**src/rtl/grf_scoreboard_pkg.sv**
```systemverilog
// Shared CPU constants: default GRF geometry and the hardwired zero-register index.
package grf_scoreboard_pkg;

  localparam int unsigned GRF_DW   = 32;  // data width
  localparam int unsigned GRF_NREG = 32;  // register count
  localparam int unsigned GRF_AW   = 5;   // log2(GRF_NREG)
  localparam int unsigned GRF_CW   = 2;   // pending-write counter width
  localparam int unsigned ZERO_IDX = 0;   // hardwired-zero register index

endpackage

```
**src/rtl/grf_scoreboard_if.sv**
```systemverilog
// GRF access bus: D-stage reads/issue and W-stage writeback/retire.
//   master: pipeline side (drives addresses, write data, issue/retire)
//   slave : register file (returns read data, busy bits, sticky errors)
interface grf_scoreboard_if
  import grf_scoreboard_pkg::*;
#(
  parameter int unsigned DW = GRF_DW,
  parameter int unsigned AW = GRF_AW,
  parameter int unsigned NR = 2,
  parameter int unsigned NW = 1
) ();

  logic [NR*AW-1:0] rd_addr;
  logic [NR*DW-1:0] rd_data;
  logic [NR-1:0]    rd_busy;
  logic [NW-1:0]    wr_en;
  logic [NW*AW-1:0] wr_addr;
  logic [NW*DW-1:0] wr_data;
  logic [NW-1:0]    wr_retire;
  logic             issue_en;
  logic [AW-1:0]    issue_addr;
  logic             ovf_err;
  logic             unf_err;

  modport master (
    output rd_addr, wr_en, wr_addr, wr_data, wr_retire, issue_en, issue_addr,
    input  rd_data, rd_busy, ovf_err, unf_err
  );

  modport slave (
    input  rd_addr, wr_en, wr_addr, wr_data, wr_retire, issue_en, issue_addr,
    output rd_data, rd_busy, ovf_err, unf_err
  );

endinterface

```
**src/rtl/grf_sb_counter.sv**
```systemverilog
// Saturating up/down pending-write counter for one register.
//   clk, reset    : clock, synchronous active-high reset
//   inc           : one issue this cycle
//   dec           : number of retires this cycle
//   cnt           : registered count
//   ovf_pulse_c   : this cycle's update would exceed the max (combinational)
//   unf_pulse_c   : this cycle's update would go below zero (combinational)
module grf_sb_counter #(
  parameter int unsigned CW   = 2,
  parameter int unsigned DECW = 2
) (
  input  logic            clk,
  input  logic            reset,
  input  logic            inc,
  input  logic [DECW-1:0] dec,
  output logic [CW-1:0]   cnt,
  output logic            ovf_pulse_c,
  output logic            unf_pulse_c
);

  // One spare bit above the largest magnitude plus a sign bit.
  localparam int unsigned SW = CW + DECW + 1;
  localparam logic [CW-1:0] CNT_MAX = '1;

  logic [CW-1:0]        cnt_q, cnt_d;
  logic signed [SW-1:0] sum_c;

  // Net change with clamping at both ends.
  always_comb begin
    sum_c       = $signed(SW'(cnt_q)) + $signed(SW'(inc)) - $signed(SW'(dec));
    cnt_d       = sum_c[CW-1:0];
    ovf_pulse_c = 1'b0;
    unf_pulse_c = 1'b0;
    if (sum_c[SW-1]) begin
      cnt_d       = '0;
      unf_pulse_c = 1'b1;
    end else if (sum_c > $signed(SW'(CNT_MAX))) begin
      cnt_d       = CNT_MAX;
      ovf_pulse_c = 1'b1;
    end
  end

  always_ff @(posedge clk) begin
    if (reset) cnt_q <= '0;
    else       cnt_q <= cnt_d;
  end

  assign cnt = cnt_q;

endmodule

```
**src/rtl/grf_scoreboard.sv**
```systemverilog
// Parametrised general register file with write-to-read bypass and a
// per-register pending-write scoreboard.
//   clk, reset : clock, synchronous active-high reset
//   bus        : slave side of grf_scoreboard_if (reads, writes, issue/retire,
//                busy bits, sticky ovf_err/unf_err)
module grf_scoreboard
  import grf_scoreboard_pkg::*;
#(
  parameter int unsigned DW       = GRF_DW,
  parameter int unsigned NREG     = GRF_NREG,
  parameter int unsigned AW       = GRF_AW,
  parameter int unsigned NR       = 2,
  parameter int unsigned NW       = 1,
  parameter int unsigned BYPASS   = 1,
  parameter int unsigned ZERO_REG = 1,
  parameter int unsigned CW       = GRF_CW
) (
  input  logic            clk,
  input  logic            reset,
  grf_scoreboard_if.slave bus
);

  // Enough to count two retiring write ports.
  localparam int unsigned DECW = 2;

  logic [DW-1:0]   mem_q [NREG];
  logic [DW-1:0]   mem_d [NREG];
  logic [CW-1:0]   reg_cnt [NREG];
  logic [NREG-1:0] ovf_pulse_c;
  logic [NREG-1:0] unf_pulse_c;
  logic            ovf_q, ovf_d;
  logic            unf_q, unf_d;

  function automatic logic is_hz(input logic [AW-1:0] a);
    return (ZERO_REG != 0) && (a == AW'(ZERO_IDX));
  endfunction

  // Write-priority mux: later (higher-index) ports overwrite earlier ones.
  always_comb begin
    mem_d = mem_q;
    for (int k = 0; k < NW; k++) begin
      if (bus.wr_en[k] && !is_hz(bus.wr_addr[k*AW +: AW]))
        mem_d[bus.wr_addr[k*AW +: AW]] = bus.wr_data[k*DW +: DW];
    end
  end

  always_ff @(posedge clk) begin
    if (reset) begin
      for (int r = 0; r < NREG; r++) mem_q[r] <= '0;
    end else begin
      mem_q <= mem_d;
    end
  end

  // Read ports: storage, optionally overridden by same-cycle write data.
  always_comb begin
    bus.rd_data = '0;
    bus.rd_busy = '0;
    for (int i = 0; i < NR; i++) begin
      bus.rd_data[i*DW +: DW] = mem_q[bus.rd_addr[i*AW +: AW]];
      if (BYPASS != 0) begin
        for (int k = 0; k < NW; k++) begin
          if (bus.wr_en[k] && (bus.wr_addr[k*AW +: AW] == bus.rd_addr[i*AW +: AW]))
            bus.rd_data[i*DW +: DW] = bus.wr_data[k*DW +: DW];
        end
      end
      if (is_hz(bus.rd_addr[i*AW +: AW])) bus.rd_data[i*DW +: DW] = '0;
      // Busy reflects registered counts only.
      bus.rd_busy[i] = (reg_cnt[bus.rd_addr[i*AW +: AW]] != '0);
    end
  end

  // One pending-write counter per register; the zero register never counts.
  for (genvar r = 0; r < NREG; r++) begin : g_cnt
    logic            inc_c;
    logic [DECW-1:0] dec_c;

    always_comb begin
      inc_c = bus.issue_en && (bus.issue_addr == AW'(r));
      dec_c = '0;
      for (int k = 0; k < NW; k++) begin
        if (bus.wr_en[k] && bus.wr_retire[k] && (bus.wr_addr[k*AW +: AW] == AW'(r)))
          dec_c = dec_c + DECW'(1);
      end
      if (is_hz(AW'(r))) begin
        inc_c = 1'b0;
        dec_c = '0;
      end
    end

    grf_sb_counter #(
      .CW   (CW),
      .DECW (DECW)
    ) u_cnt (
      .clk         (clk),
      .reset       (reset),
      .inc         (inc_c),
      .dec         (dec_c),
      .cnt         (reg_cnt[r]),
      .ovf_pulse_c (ovf_pulse_c[r]),
      .unf_pulse_c (unf_pulse_c[r])
    );
  end

  // Sticky error flags.
  always_comb begin
    ovf_d = ovf_q | (|ovf_pulse_c);
    unf_d = unf_q | (|unf_pulse_c);
  end

  always_ff @(posedge clk) begin
    if (reset) begin
      ovf_q <= 1'b0;
      unf_q <= 1'b0;
    end else begin
      ovf_q <= ovf_d;
      unf_q <= unf_d;
    end
  end

  assign bus.ovf_err = ovf_q;
  assign bus.unf_err = unf_q;

endmodule

```
**src/flat_wrapper.sv**
```systemverilog
// flat-port wrapper written by rule: the top's interface ports become plain ports
module grf_scoreboard_flat import grf_scoreboard_pkg::*;
#(
  parameter int unsigned DW       = GRF_DW,
  parameter int unsigned NREG     = GRF_NREG,
  parameter int unsigned AW       = GRF_AW,
  parameter int unsigned NR       = 2,
  parameter int unsigned NW       = 1,
  parameter int unsigned BYPASS   = 1,
  parameter int unsigned ZERO_REG = 1,
  parameter int unsigned CW       = GRF_CW
)
  (clk, reset, bus_rd_addr, bus_wr_en, bus_wr_addr, bus_wr_data, bus_wr_retire, bus_issue_en, bus_issue_addr, bus_rd_data, bus_rd_busy, bus_ovf_err, bus_unf_err);
  grf_scoreboard_if #(.DW(DW), .AW(AW), .NR(NR), .NW(NW)) bus_i ();
  input  logic clk;
  input  logic reset;
  input wire logic [$bits(bus_i.rd_addr)-1:0] bus_rd_addr;
  input wire logic [$bits(bus_i.wr_en)-1:0] bus_wr_en;
  input wire logic [$bits(bus_i.wr_addr)-1:0] bus_wr_addr;
  input wire logic [$bits(bus_i.wr_data)-1:0] bus_wr_data;
  input wire logic [$bits(bus_i.wr_retire)-1:0] bus_wr_retire;
  input wire logic [$bits(bus_i.issue_en)-1:0] bus_issue_en;
  input wire logic [$bits(bus_i.issue_addr)-1:0] bus_issue_addr;
  output wire logic [$bits(bus_i.rd_data)-1:0] bus_rd_data;
  output wire logic [$bits(bus_i.rd_busy)-1:0] bus_rd_busy;
  output wire logic [$bits(bus_i.ovf_err)-1:0] bus_ovf_err;
  output wire logic [$bits(bus_i.unf_err)-1:0] bus_unf_err;
  assign bus_i.rd_addr = bus_rd_addr;
  assign bus_i.wr_en = bus_wr_en;
  assign bus_i.wr_addr = bus_wr_addr;
  assign bus_i.wr_data = bus_wr_data;
  assign bus_i.wr_retire = bus_wr_retire;
  assign bus_i.issue_en = bus_issue_en;
  assign bus_i.issue_addr = bus_issue_addr;
  assign bus_rd_data = bus_i.rd_data;
  assign bus_rd_busy = bus_i.rd_busy;
  assign bus_ovf_err = bus_i.ovf_err;
  assign bus_unf_err = bus_i.unf_err;
  grf_scoreboard #(.DW(DW), .NREG(NREG), .AW(AW), .NR(NR), .NW(NW), .BYPASS(BYPASS), .ZERO_REG(ZERO_REG), .CW(CW)) u_core (.clk(clk), .reset(reset), .bus(bus_i));
endmodule
```
**config.mk**
```make
export PLATFORM = sky130hd
export DESIGN_NAME = grf_scoreboard_flat
export DESIGN_NICKNAME = d
export VERILOG_FILES = /design/src/rtl/grf_scoreboard_pkg.sv /design/src/rtl/grf_scoreboard_if.sv /design/src/rtl/grf_sb_counter.sv /design/src/rtl/grf_scoreboard.sv /design/src/flat_wrapper.sv
export SDC_FILE = /design/constraint.sdc
export NUM_CORES = 2
export LEC_CHECK = 0
export CAP_MARGIN = 10
export CELL_PAD_IN_SITES_DETAIL_PLACEMENT = 0
export CELL_PAD_IN_SITES_GLOBAL_PLACEMENT = 1
export CORE_UTILIZATION = 25
export DETAILED_ROUTE_END_ITERATION = 10
export PLACE_DENSITY_LB_ADDON = 0.1
export SYNTH_ARGS = -nofsm -noshare
export SYNTH_HDL_FRONTEND = slang
export SYNTH_SLANG_ARGS = --single-unit
export TNS_END_PERCENT = 50
```
**constraint.sdc**
```tcl
create_clock -name clk -period 5.2 [get_ports clk]
set_input_delay 1.04 -clock clk [delete_from_list [all_inputs] [get_ports clk]]
set_output_delay 1.04 -clock clk [all_outputs]
set_load 0.005 [all_outputs]
```
==> results by group <==
Global routing
  • GRT Max-Usage Layer: met2
  • All-Layer GR Usage: 23.8%
  • Met1 GRT Util: 32.1%
  • Vias in the first global route: 50,538
  • GR Util met3: 3.08%
  • Met2 GRT Util: 39.4%
  • Initial antenna violation count: 17
  • First-pass GRT wire length: 408,000 um
  • Largest net degree at the start of global routing: 128
  • Total grt overflow: 0

Clock tree
  • Resized cells post-CTS: 0
  • Num CTS Buffers: 144
  • CTS tree: yes
  • Clock slew at reported path FFs: 0.06 ns
  • Clock Tree Buf Depth: 3
  • H-tree Lvls: 4
  • CTS root buffer: clkbuf_16
  • Postcts setup bufs: 0
  • # clock sinks: 1,088
  • # hold bufs at CTS: 0
  • Worst-skew pair later-pin latency: 0.80 ns

Timing
  • Final hold vios: 0
  • Final setup violating endpoints: 0
  • Skew final: 0.0111 ns
  • Setup WS post-layout: 0.0662 ns
  • RSZ-0062 raised after global routing: false
  • Fmax: 195 MHz
  • Period minus WS final: 5.13 ns
  • Hold slack: 0.462 ns
  • Tightest Pin Transition: 1.06 ns
  • Relative slew slack: 29.3%
  • Slew Limit Fails: 0
  • Final period utilization: 98.7%

Placement
  • Port Buffer Count: 124
  • Dpl cells: 9,746
  • Pre-CTS setup slack: -0.0311 ns
  • DP HPWL: 182,000 um
  • GP Congestion: 0.847

Power and ir drop
  • Logic pwr share: 12.7%
  • Leakage: 23.8 nW
  • Switch share: 28.5%
  • VDD IR-drop max: 0.302 mV
  • Internal: 15.3 mW
  • Clock power share: 47.1%
  • Net Switching: 6.12 mW
  • Pwr dens: 302 nW/um^2
  • Tot Pwr: 21.5 mW
  • Sequential share of power: 40.1%

Critical path
  • Worst Path Arrival: 4.09 ns
  • Critical path's slowest cell: nor2b_1
  • Crit. End Element: output port
  • Worst endpoint required time: 4.16 ns
  • Slowest stage delay, CP: 0.56 ns
  • Most Frequent Cell on Critical Path: buf_4
  • R2r setup slk: 2.49 ns
  • Crit Path Class: in2out
  • Highest fanout seen on the critical path: 17
  • Startpoint types: primary input
  • CP Cell Sequence: clkdlybuf4s50_1 > buf_12 > nor2b_1 > buf_4 > buf_4 > a22oi_1 > buf_4 > o211ai_1 > nand2_1 > clkdlybuf4s50_1

Floorplan
  • Initial Util: 25.2%
  • Top-level I/O count: 125
  • Die H: 491 um
  • Die X: 491 um
  • Row cnt: 179
  • Core area: 238,000 um^2
  • Die area: 242,000 um^2

Drt
  • DR iter-0 viols: 4,354
  • Vias: 51,706
  • Routed wire per std cell: 29.2 um
  • Routed Antenna Nets: 0
  • Vias per cell: 5.17
  • Wirelength, routed: 292,000 um
  • Drt drc: 4
  • DR pass1 iterations: 9

Yosys
  • Avg Cell Area, Syn: 8.86 um^2
  • Post-Synthesis Cells: 6,758
  • Xor-xnor portion of the synthesized cell area: 0.146%
  • Adder-Cell Fraction of Synth Area: 5.16%
  • EDFF count, synth: 0
  • Synth cell types: 46
  • Sequential area share after synthesis: 36.4%
  • Main synth FF type: dfxtp_1
  • Post-synthesis mux area share: 22.8%
  • Largest family of logic cells by synthesized area: multiplexers
  • Simple-Gate Fraction of Synth Area: 17.1%
  • Yosys warning count: 0
  • Synthesis-stage register bit count: 1,088
  • Post-Syn Area: 59,900 um^2
  • Compound-cell area share of the yosys netlist: 12.6%
  • Syn_nets: 7,062
  • Asr flop ratio synth: 0%

Finish
  • Fillers: 24,708
  • Final nets: 7,030
  • Layout cells sized above 1: 18.5%
  • Layout area overhead: 18.8%
  • Finished Core Util: 29.9%
  • Finished Layout Cells: 10,002

Hold path
  • Hold Path Class: reg2reg

Status
  • Failing checks: DRC
  • Status: complete, but fails checks

Flow run
  • Max-Cap Viols: 0
## critical path, delay by kind of cell
kind	cells	cell delay [ns]
and+or+nand+nor	2	0.65
AOI/OAI and AO/OA	2	0.39
buffers and inverters	6	1.99
## cells in the final DEF, fill, tap and decap left out, types with 7 or more instances in the layout
master           instances
nand2_1               2151
dfxtp_1               1088
a21oi_1               1020
mux4_2                 591
ha_1                   247
buf_4                  243
inv_1                  207
clkbuf_16              148
nor2_1                 128
nor2b_1                101
buf_12                 101
clkdlybuf4s50_1         98
o211ai_1                69
o22ai_1                 66
o21ai_0                 63
a41oi_1                 49
a211oi_1                43
clkbuf_1                38
mux2i_1                 37
clkbuf_8                37
a22oi_1                 32
nor2_4                  29
or2_2                   28
nand2_2                 27
nand2b_1                19
clkinv_2                13
buf_2                   13
nor3_1                  12
nand3_1                 12
nor4_1                  12
and3_1                   9
and2_1                   8
nand4_1                  8
a31oi_1                  8
diode_2                  7
## cell usage after synthesis, drive strengths merged (9+ instances only)
library cell  instances  area (um^2)
inv                 207          777
o21ai                63          315
nor4                 12         75.1
nor2                157          589
a21oi              1020         5100
a31oi                 9         56.3
o22ai                66          413
dfxtp              1088        21800
buf                 158          870
o211ai               69          518
or2                  28          175
a41oi                49          429
a22oi                32          240
nor3                 13         65.1
mux4                591        13300
ha                  247         3090
and3                 11         68.8
a211oi               43          323
nand2b               19          119
nand2              2178         8180
nor2b               103          644
mux2i                37          370
clkbuf              483         1840
nand3                16         80.1
## per-stage QoR
step / setup TNS [ns] / cell area (um^2)
global placement: 0 / 66500
global route: 0 / 71200
finish: 0 / 71200
CTS: 0 / 71100
floorplan: 0 / 59900
detailed placement: -0.0311 / 66500
## layout make-up
cell class	instances	area [um^2]	area share, %
multi-input combinational	4822	35000	49.2
tap	3167	3960	5.57
clock inverter	25	282	0.396
timing repair buffer	463	5000	7.02
antenna	7	17.5	0.0246
sequential	1088	21800	30.6
clock buffer	223	4360	6.12
inverter	207	777	1.09
## kinds of logic after synthesis
family,after synthesis
and+or+nand+nor,2572
AOI/OAI and AO/OA,1365
DFF,1088
buffers and inverters,848
muxes,628
adders and majority gates,247
xor gates and xnor gates,10
## power by group through the flow
stage                     Combinational [mW]  Sequential (mW)  Clock [mW]
after floorplan                         1.51             8.75           0
after global placement                  2.76             8.80           0
after detailed placement                2.75             8.80           0
after CTS                               2.76             8.61        10.3
after global routing                    2.94             8.63        10.7
final                                   2.73             8.61        10.1
## worst paths after layout
kind | cells after the start | startpoint | to
hold reg to reg | 2 | u_core.mem_q[552] | u_core.mem_q[552]
setup reg to reg | 13 | u_core.g_cnt[11].u_cnt.cnt[0] | u_core.bus.ovf_err
hold / removal | 2 | u_core.mem_q[552] | u_core.mem_q[552]
setup / recovery | 10 | bus_rd_addr[8] | bus_rd_data[43]
## registers in the layout, summed over array words and instances (netlist names)
name / count
u_core.mem_q: 1024
u_core.bus.ovf_err: 1
u_core.bus.unf_err: 1
u_core.g_cnt.u_cnt.cnt: 62
## per-layer routing
metal  part of all wire, %  up-vias
li1                      -    23432
met4                   3.1        6
met1                    45    26492
met2                    47     1412
met5                 0.013        -
met3                   4.6      364
Power figures use the tool's default switching activity.
